===== config.mk =====
export PLATFORM = sky130hd
export DESIGN_NAME = extrema_tracker
export DESIGN_NICKNAME = d
export VERILOG_FILES = /design/src/rtl/extrema_pkg.sv /design/src/rtl/extrema_tracker.sv
export SDC_FILE = /design/constraint.sdc
export NUM_CORES = 1
export LEC_CHECK = 0
export BUFFER_PORTS_ARGS = -buffer_cell sky130_fd_sc_hd__buf_2
export CAP_MARGIN = 10
export CORE_MARGIN = 2
export CORE_UTILIZATION = 55
export DETAILED_ROUTE_END_ITERATION = 10
export GPL_TIMING_DRIVEN = 0
export PLACE_DENSITY = 0.82
export SYNTH_ARGS = -nofsm -noshare
export SYNTH_HDL_FRONTEND = slang
export SYNTH_SLANG_ARGS = --single-unit
export TNS_END_PERCENT = 30

===== constraint.sdc =====
create_clock -name clk -period 4.78 [get_ports clk]
set_clock_uncertainty 0.05 [all_clocks]
set_input_delay 0.478 -clock clk [delete_from_list [all_inputs] [get_ports clk]]
set_output_delay 0.478 -clock clk [all_outputs]
set_load 0.01 [all_outputs]

===== src/rtl/extrema_pkg.sv =====
// extrema_pkg
//   Shared types and constants for the frame-extrema engine.
//   - state_t        : control FSM states (IDLE..EMIT)
//   - COUNT_SAT_ALL  : all-ones saturation value; each instance slices the
//                      low COUNT_WIDTH bits to get its own saturation value.
package extrema_pkg;

  typedef enum logic [2:0] {
    IDLE     = 3'd0,
    MAX_GO   = 3'd1,
    MAX_WAIT = 3'd2,
    MIN_GO   = 3'd3,
    MIN_WAIT = 3'd4,
    EMIT     = 3'd5
  } state_t;

  localparam int unsigned   COUNT_WIDTH_MAX = 32;
  localparam logic [31:0]   COUNT_SAT_ALL   = '1;

endpackage


===== src/rtl/extrema_tracker.sv =====
// extrema_tracker
//   Streaming frame-extrema engine. Accepts unsigned words over a
//   valid/ready handshake, uses an external serial comparator (start/A/B in,
//   done + agb/aeb/alb out) to track the running max and min of a frame with
//   the index of their first occurrence, and emits one record per frame.
//
// Ports
//   clk, rst_n                 clock (rising edge), synchronous active-low reset
//   in_valid/in_ready          input handshake; in_data word, in_last ends frame
//   cmp_start/cmp_a/cmp_b      comparator request (A/B held through the compare)
//   cmp_done/cmp_agb/aeb/alb   comparator result strobe and flags
//   out_valid/out_ready        result handshake
//   out_max/out_min            frame extrema
//   out_max_idx/out_min_idx    zero-based index of first occurrence (clamped)
//   out_count/out_ovf          saturating word count and sticky overflow flag
//
// Handshake semantics: a transfer happens on a rising edge where valid and
// ready are both 1. in_ready is 1 only in IDLE (and never during reset);
// out_valid is 1 only in EMIT, and out_* do not change until out_ready=1.
import extrema_pkg::*;

module extrema_tracker #(
  parameter int DATA_WIDTH  = 8,
  parameter int COUNT_WIDTH = 8
) (
  input  logic                   clk,
  input  logic                   rst_n,
  input  logic                   in_valid,
  output logic                   in_ready,
  input  logic [DATA_WIDTH-1:0]  in_data,
  input  logic                   in_last,
  output logic                   cmp_start,
  output logic [DATA_WIDTH-1:0]  cmp_a,
  output logic [DATA_WIDTH-1:0]  cmp_b,
  input  logic                   cmp_agb,
  input  logic                   cmp_aeb,
  input  logic                   cmp_alb,
  input  logic                   cmp_done,
  output logic                   out_valid,
  input  logic                   out_ready,
  output logic [DATA_WIDTH-1:0]  out_max,
  output logic [DATA_WIDTH-1:0]  out_min,
  output logic [COUNT_WIDTH-1:0] out_max_idx,
  output logic [COUNT_WIDTH-1:0] out_min_idx,
  output logic [COUNT_WIDTH-1:0] out_count,
  output logic                   out_ovf
);

  localparam logic [COUNT_WIDTH-1:0] COUNT_SAT = COUNT_SAT_ALL[COUNT_WIDTH-1:0];
  localparam logic [COUNT_WIDTH-1:0] COUNT_ONE = COUNT_WIDTH'(1);

  state_t                   state_q,   state_d;
  logic [DATA_WIDTH-1:0]    word_q,    word_d;
  logic                     last_q,    last_d;
  logic [DATA_WIDTH-1:0]    max_q,     max_d;
  logic [DATA_WIDTH-1:0]    min_q,     min_d;
  logic [COUNT_WIDTH-1:0]   max_idx_q, max_idx_d;
  logic [COUNT_WIDTH-1:0]   min_idx_q, min_idx_d;
  logic [COUNT_WIDTH-1:0]   count_q,   count_d;
  logic                     ovf_q,     ovf_d;

  logic                     idle_ready;
  logic                     finish_word;
  logic                     first_word;

  // count==0 with no overflow only happens before the first word of a frame,
  // because the counter saturates instead of wrapping.
  assign first_word = (count_q == '0) && !ovf_q;

  always_comb begin
    state_d     = state_q;
    word_d      = word_q;
    last_d      = last_q;
    max_d       = max_q;
    min_d       = min_q;
    max_idx_d   = max_idx_q;
    min_idx_d   = min_idx_q;
    count_d     = count_q;
    ovf_d       = ovf_q;
    idle_ready  = 1'b0;
    cmp_start   = 1'b0;
    cmp_a       = '0;
    cmp_b       = '0;
    out_valid   = 1'b0;
    finish_word = 1'b0;

    case (state_q)
      IDLE: begin
        idle_ready = 1'b1;
        if (in_valid) begin
          word_d = in_data;
          last_d = in_last;
          if (first_word) begin
            max_d     = in_data;
            min_d     = in_data;
            max_idx_d = '0;
            min_idx_d = '0;
            count_d   = COUNT_ONE;
            state_d   = in_last ? EMIT : IDLE;
          end else begin
            state_d = MAX_GO;
          end
        end
      end

      MAX_GO: begin
        cmp_start = 1'b1;
        cmp_a     = word_q;
        cmp_b     = max_q;
        state_d   = MAX_WAIT;
      end

      // The comparator reads A/B live while comparing, so they are held
      // here until done. A strictly-greater word replaces the max and cannot
      // also be a new min, so the min compare is skipped.
      MAX_WAIT: begin
        cmp_a = word_q;
        cmp_b = max_q;
        if (cmp_done) begin
          if (cmp_agb && !cmp_aeb) begin
            max_d       = word_q;
            max_idx_d   = count_q;
            finish_word = 1'b1;
          end else begin
            state_d = MIN_GO;
          end
        end
      end

      MIN_GO: begin
        cmp_start = 1'b1;
        cmp_a     = word_q;
        cmp_b     = min_q;
        state_d   = MIN_WAIT;
      end

      MIN_WAIT: begin
        cmp_a = word_q;
        cmp_b = min_q;
        if (cmp_done) begin
          if (cmp_alb) begin
            min_d     = word_q;
            min_idx_d = count_q;
          end
          finish_word = 1'b1;
        end
      end

      EMIT: begin
        out_valid = 1'b1;
        if (out_ready) begin
          word_d    = '0;
          last_d    = 1'b0;
          max_d     = '0;
          min_d     = '0;
          max_idx_d = '0;
          min_idx_d = '0;
          count_d   = '0;
          ovf_d     = 1'b0;
          state_d   = IDLE;
        end
      end

      default: state_d = IDLE;
    endcase

    // Index of a word is the count before its increment; since the count
    // saturates, indices past saturation clamp to all-ones automatically.
    if (finish_word) begin
      if (count_q == COUNT_SAT) begin
        ovf_d = 1'b1;
      end else begin
        count_d = count_q + COUNT_ONE;
      end
      state_d = last_q ? EMIT : IDLE;
    end
  end

  always_ff @(posedge clk) begin
    if (!rst_n) begin
      state_q   <= IDLE;
      word_q    <= '0;
      last_q    <= 1'b0;
      max_q     <= '0;
      min_q     <= '0;
      max_idx_q <= '0;
      min_idx_q <= '0;
      count_q   <= '0;
      ovf_q     <= 1'b0;
    end else begin
      state_q   <= state_d;
      word_q    <= word_d;
      last_q    <= last_d;
      max_q     <= max_d;
      min_q     <= min_d;
      max_idx_q <= max_idx_d;
      min_idx_q <= min_idx_d;
      count_q   <= count_d;
      ovf_q     <= ovf_d;
    end
  end

  // Never advertise ready while reset is held.
  assign in_ready    = idle_ready & rst_n;
  assign out_max     = max_q;
  assign out_min     = min_q;
  assign out_max_idx = max_idx_q;
  assign out_min_idx = min_idx_q;
  assign out_count   = count_q;
  assign out_ovf     = ovf_q;

endmodule


=== Word-level counts from Yosys, hierarchy flattened ===
Index checks and enable logic that the tools add are counted.

* Add/subtract/negate cells: 1
* Equality and inequality tests: 18
* Muxes and demuxes: 50
* Bitwise logic cells: 1
* Reductions and logical operators: 17

{| class="wikitable"
|+ Operators by type and width
! kind !! count
|-
| $mux 8 || 20
|-
| $pmux 8 s3 || 4
|-
| $pmux 8 s2 || 3
|-
| $mux 3 || 8
|-
| $pmux 3 s6 || 1
|-
| $ne 2x2->1 const B || 8
|-
| $mux 1 || 12
|-
| $ne 3x3->1 const B || 4
|-
| $reduce_and 6->1 || 2
|-
| $add 8x1->8 const B || 1
|-
| $eq 8x8->1 const B || 1
|-
| $logic_not 8->1 || 1
|-
| $eq 3x2->1 const B || 2
|-
| $eq 3x3->1 const B || 2
|-
| $reduce_bool 3->1 || 2
|-
| $reduce_or 2->1 || 3
|-
| $reduce_and 5->1 || 1
|-
| $pmux 1 s2 || 2
|-
| $reduce_or 4->1 || 1
|-
| $eq 3x1->1 const B || 1
|-
| $logic_not 3->1 || 1
|-
| $reduce_and 3->1 || 1
|-
| $logic_and 1x1->1 || 2
|-
| $logic_not 1->1 || 2
|-
| other kinds (2) || 2
|}

* Flip-flop bits (word level): 53
* Input bits: 17
* Output and inout bits: 60
* Word-level logic and storage cells: 96

=== Longest topological paths before layout ===
* Word-level depth: 7
* Gate-level depth with buffers: 8
* Gate-level depth less buffers: 6

=== Least setup slack after synthesis ===
OpenSTA, ideal clock, no wires.

* Path kind: flip-flop to output port
* Start: register state_q[1]
* End: output cmp_b[0]
* Arrival: 1569 ps
* Required time: 4252 ps
* Slack: 2683 ps
* Cell stages (with the launch flop): 7
* Buffers on the path: 3
* Path through: dfxtp_1 > buf_2 > clkbuf_1 > and2_1 > clkbuf_1 > a22oi_1 > o21ai_0

* Cells in the longest elaborated chain, start to end: 3
* Elaborated cells on any way between the ends: 7
* Classes of those cells: eq/ne: 4; mux: 1; reduce/logical: 2

{| class="wikitable"
|+ RTL lines
! element !! RTL line !! text
|-
| from (decl) || extrema_tracker.sv:52 || <nowiki>state_t state_q, state_d;</nowiki>
|-
| from (signal assigned) || extrema_tracker.sv:191 || <nowiki>state_q <= state_d;</nowiki>
|-
| $eq 3x3->1 (tied with other cells) || extrema_tracker.sv:87 || <nowiki>case (state_q)</nowiki>
|-
| $reduce_or 2->1 (no line) || n/a ||
|-
| $pmux 8 s2 (*) || extrema_tracker.sv:87 ||
|-
| to (decl) || extrema_tracker.sv:34 || <nowiki>output logic [DATA_WIDTH-1:0] cmp_b,</nowiki>
|}

Every way passes the cells marked *; elsewhere a longest branch is shown, timed or not.

=== Worst setup path in the final report ===
* Start: register state_q[1]
* End: output cmp_b[1]

Same word-level chain as after synthesis.

==> results.md <==
Die:
- The die covers between 6000 and 7000 sq um.
- During I/O placement, the number of pins put on the boundary was a little under 80.
- Once the floorplan was initialized, standard cells occupied 56.9% of the core.
- The cell row count is 27.
- The placeable core region is approximately 5500 sq um.
- The die span in x is 79.5 um.
- The vertical extent of the die is 79.5 um.

Setup path:
- The arrival time of the worst setup path is ~2.4 ns.
- STA classifies the critical path endpoint as an output pin.
- The setup check on the worst reg-to-reg path leaves a slack of between 2 and 3 ns.
- The element type at the critical path start is a flip-flop.
- The number of cells on the worst reg-to-reg path is 8.
- Walking the worst path, the cells encountered are buf_2, clkbuf_1, and2_1, clkbuf_1, a22oi_1, o21ai_0, buf_2.
- The source of the worst register-to-register timing path is out_count[0].
- The capturing point of the worst reg2reg path is out_min[5].
- Of all nets on the critical path, the largest fanout is 10.
- The standard cell with the maximum stage delay on the critical path is dfxtp_1.
- The critical path is of the flip-flop to output pin type.
- The launching element of the worst setup path is state_q[1].
- On the worst path, the slowest cell contributes a delay of about 0.44 ns.
- For the worst setup path, the data required time is approximately 4.3 ns.
- The worst setup path endpoint is cmp_b[1].

Pwr:
- The static leakage power is between 1.5 and 2 nW.
- IR analysis of the VDD net gives a maximum drop of a little over 300 uV.
- Cell internal power was estimated by the tool at around 960 uW.
- The areal power density over the cells is ~450 nW/um^2.
- The share of total power consumed by net switching is 42.1%.
- The clock network power share is between 15 and 20%.
- The share of total power in combinational logic is 48.2%.
- Per report_power, the sequential group accounts for between 30% and 40% of the total.
- The analysis attributes to net switching a power of 698 uW.

Hold path:
- The type of the tightest min-delay check is input port to flip-flop.
- The startpoint identified for the worst hold timing path is in_last.

Placement:
- The number of input and output port buffers inserted is 75.
- The global placer's final weighted congestion is 0.933.
- Detailed placement ended at an HPWL of a little over 6000 um.
- The placed instances occupy a cell area of 3600 sq um.

Synth:
- Sorting the synthesized cells by area gives the leading types as dfxtp_1 34%, nand2_1 8.4%, mux2i_1 8.0%.
- The netlist area before placement is 3130 sq um.
- The share of flip-flops with an asynchronous set or reset after synthesis is 0%.
- Counting every net in the synthesized netlist gives between 300 and 400.
- The number of different library cells used by synthesis comes to 60.
- The sequential-to-total area share from yosys stat is approximately a third.
- The number of enable-type register cells in the synthesized netlist is 0.
- The largest total area in the synthesized netlist belongs to dfxtp_1.
- Synthesis inferred 53 register bits.
- The post-synthesis average cell area is about 8.4 sq um.
- The yosys synthesis warning count is 0.
- The most used flip-flop cell after synthesis is dfxtp_1.
- The synthesized netlist cell count is roughly 380.
- The top cell type's share of synthesized area is ~34%.

Timing:
- Setup violations remaining at the end of the flow were counted as 0.
- The post-route setup TNS is 0 ns.
- The number of endpoints with negative hold slack in the final report is 0.
- The max-slew headroom at the worst pin is between 50% and 60%.
- Of the available clock period, the critical path in the final layout requires 61.0%.
- Setup repair after global routing left no endpoint under its margin.
- The count of final max-slew check failures came to 0.
- Derived from the worst setup path, the maximum achievable clock frequency is ~340 MHz.
- The transition time at the pin with the least slew margin is 0.732 ns.
- The minimum clock period after layout is about 2.9 ns.

Drt:
- For this run, the detailed router's first-pass iteration total came to 5.
- The overall routed net length is between 8000 and 9000 um.
- The count of nets left with antenna violations after detail routing is 0.
- The number of design rule violations left after detail routing is 0.
- The number of DRC markers in iteration 0 is between 200 and 250.
- After detailed routing, the average wire length per cell comes to approximately 16 um.
- The ratio of routed vias to standard cells is approximately 6.
- The routed via count is around 3100.

Layout:
- In the layout the commonest cells are 83 x buf_2, 70 x nand2_1, 53 x dfxtp_1.
- The post-route netlist has 26.2% of its cells at a drive strength greater than 1.
- The core occupancy in the finished layout is around two thirds.
- The most frequent standard cell in the layout excluding fill and tap cells is buf_2.
- The synthesis-to-layout area growth is 17.9%.
- The number of antenna diodes in the final layout is 0.
- The final design area excluding fillers is around 3700 sq um.
- After filler insertion, the fill cell instance count of the layout stands at between 400 and 500.
- The number of nets in the layout is 476.

Global route:
- The initial antenna violation count is 0.
- The residual overflow from global routing is 0.
- The total routing usage reported by global routing is a little over a quarter.
- The number of global-route vias before repair is 2769.
- The wire length of the first global-routing pass is around 14000 um.
- Entering global routing, the biggest net connects 19 pins.

CTS:
- The later-pin clock latency in the skew report is about 0.32 ns.
- The cell sitting at the root of the clock tree is a clkbuf_8.
- The clock tree from TritonCTS is done.
- Post-CTS timing repair inserted 0 buffers for setup.
- The longest clock path from root to sink contains 2 buffers.
- The hold buffer count at cts is 0.
- The quantity of gates resized following cts is 0.
- Clock-pin slew was measured on the worst setup and hold paths at about 0.11 ns.
- For this design, the sink count on the clock tree is 53.
- The total clock buffers created by CTS is 5.
- The number of H-tree levels is 2.

Flow run:
- Max-cap violations in this run came to 0.

Outcome:
- The flow ran to the end, and the final reports show no timing, DRC or antenna violations.
[routing by layer]
metal | GRT usage, % | routed length (um) | vias to the layer above
met5 | 0 | 0 | -
met4 | 7.59 | 107 | 0
met3 | 4.86 | 535 | 11
met2 | 41.3 | 3880 | 111
met1 | 38.7 | 3860 | 1486
li1 | - | - | 1516
[cells in the mapped netlist, types with 5 or more instances]
cell type / number
a21oi_1: 16
a22oi_1: 11
a21o_1: 7
nand2_1: 70
o221a_2: 6
and2_1: 10
inv_1: 9
o2111ai_1: 5
buf_2: 8
clkbuf_1: 18
mux2i_1: 25
o21ai_0: 18
nand3_1: 32
dfxtp_1: 53
nor2b_1: 10
nor2_1: 8
[cell families (layout without fill, tap and decap cells)]
logic type | Yosys count | in the layout | synth area share [%]
AND/OR/NAND/NOR | 158 | 158 | 26.5
AO/OA/AOI/OAI | 91 | 91 | 22.6
flip-flops | 53 | 53 | 33.9
buffers and inverters | 42 | 125 | 6.91
multiplexers | 27 | 27 | 8.71
adder cells (fa/ha/maj) | 2 | 2 | 0.799
XOR/XNOR | 2 | 2 | 0.559
[area by class of cell]
cell class                      instances  area (sq um)  share of cell area, %
Multi-Input combinational cell        280          1850                   50.2
Timing Repair Buffer                   75           375                   10.2
Clock inverter                          3          26.3                  0.712
Inverter                                9          33.8                  0.915
Sequential cell                        53          1060                   28.7
Clock buffer                            5          68.8                   1.86
Buffer                                 33           183                   4.95
Tap cell                               72          90.1                   2.44
[worst min path at each step]
stage / end / slack (ns) / cells past startpoint
finish: last_q / 0.40 / 3
global route: word_q[1] / 0.40 / 3
CTS: last_q / 0.40 / 3
detailed placement: out_min_idx[2] / 0.40 / 2
global placement: out_min_idx[2] / 0.39 / 2
floorplan: last_q / 0.38 / 2
[power by group through the flow]
stage | clock [mW] | combinational (mW) | sequential, mW
2_1_floorplan | 0 | 0.554 | 0.605
3_3_place_gp | 0 | 0.775 | 0.595
3_5_place_dp | 0 | 0.787 | 0.596
4_1_cts | 0.275 | 0.790 | 0.586
5_1_grt | 0.291 | 0.869 | 0.601
6_report | 0.271 | 0.798 | 0.588
[state kept, by name, summed over array words and instances (netlist names)]
register and count:
last_q 1, out_count 8, out_max 8, out_max_idx 8, out_min 8, out_min_idx 8, out_ovf 1, state_q 3
word_q 8
[stage by stage]
step / instances / worst slack [ns] / total power [mW] / hold WS (ns)
2_1_floorplan: 375 / 2.68 / 1.16 / 0.382
3_3_place_gp: 522 / 2.27 / 1.37 / 0.391
3_5_place_dp: 522 / 2.26 / 1.38 / 0.399
4_1_cts: 530 / 1.88 / 1.65 / 0.395
5_1_grt: 530 / 1.59 / 1.76 / 0.401
6_report: 530 / 1.86 / 1.66 / 0.401
[critical path, delay by kind of cell (launching register included)]
family | cells | cell delay [ns]
AO/OA/AOI/OAI | 2 | 0.28
flip-flops | 1 | 0.44
buffers and inverters | 4 | 1.14
AND/OR/NAND/NOR | 1 | 0.19
No activity file was read; power rests on OpenSTA's default activity.
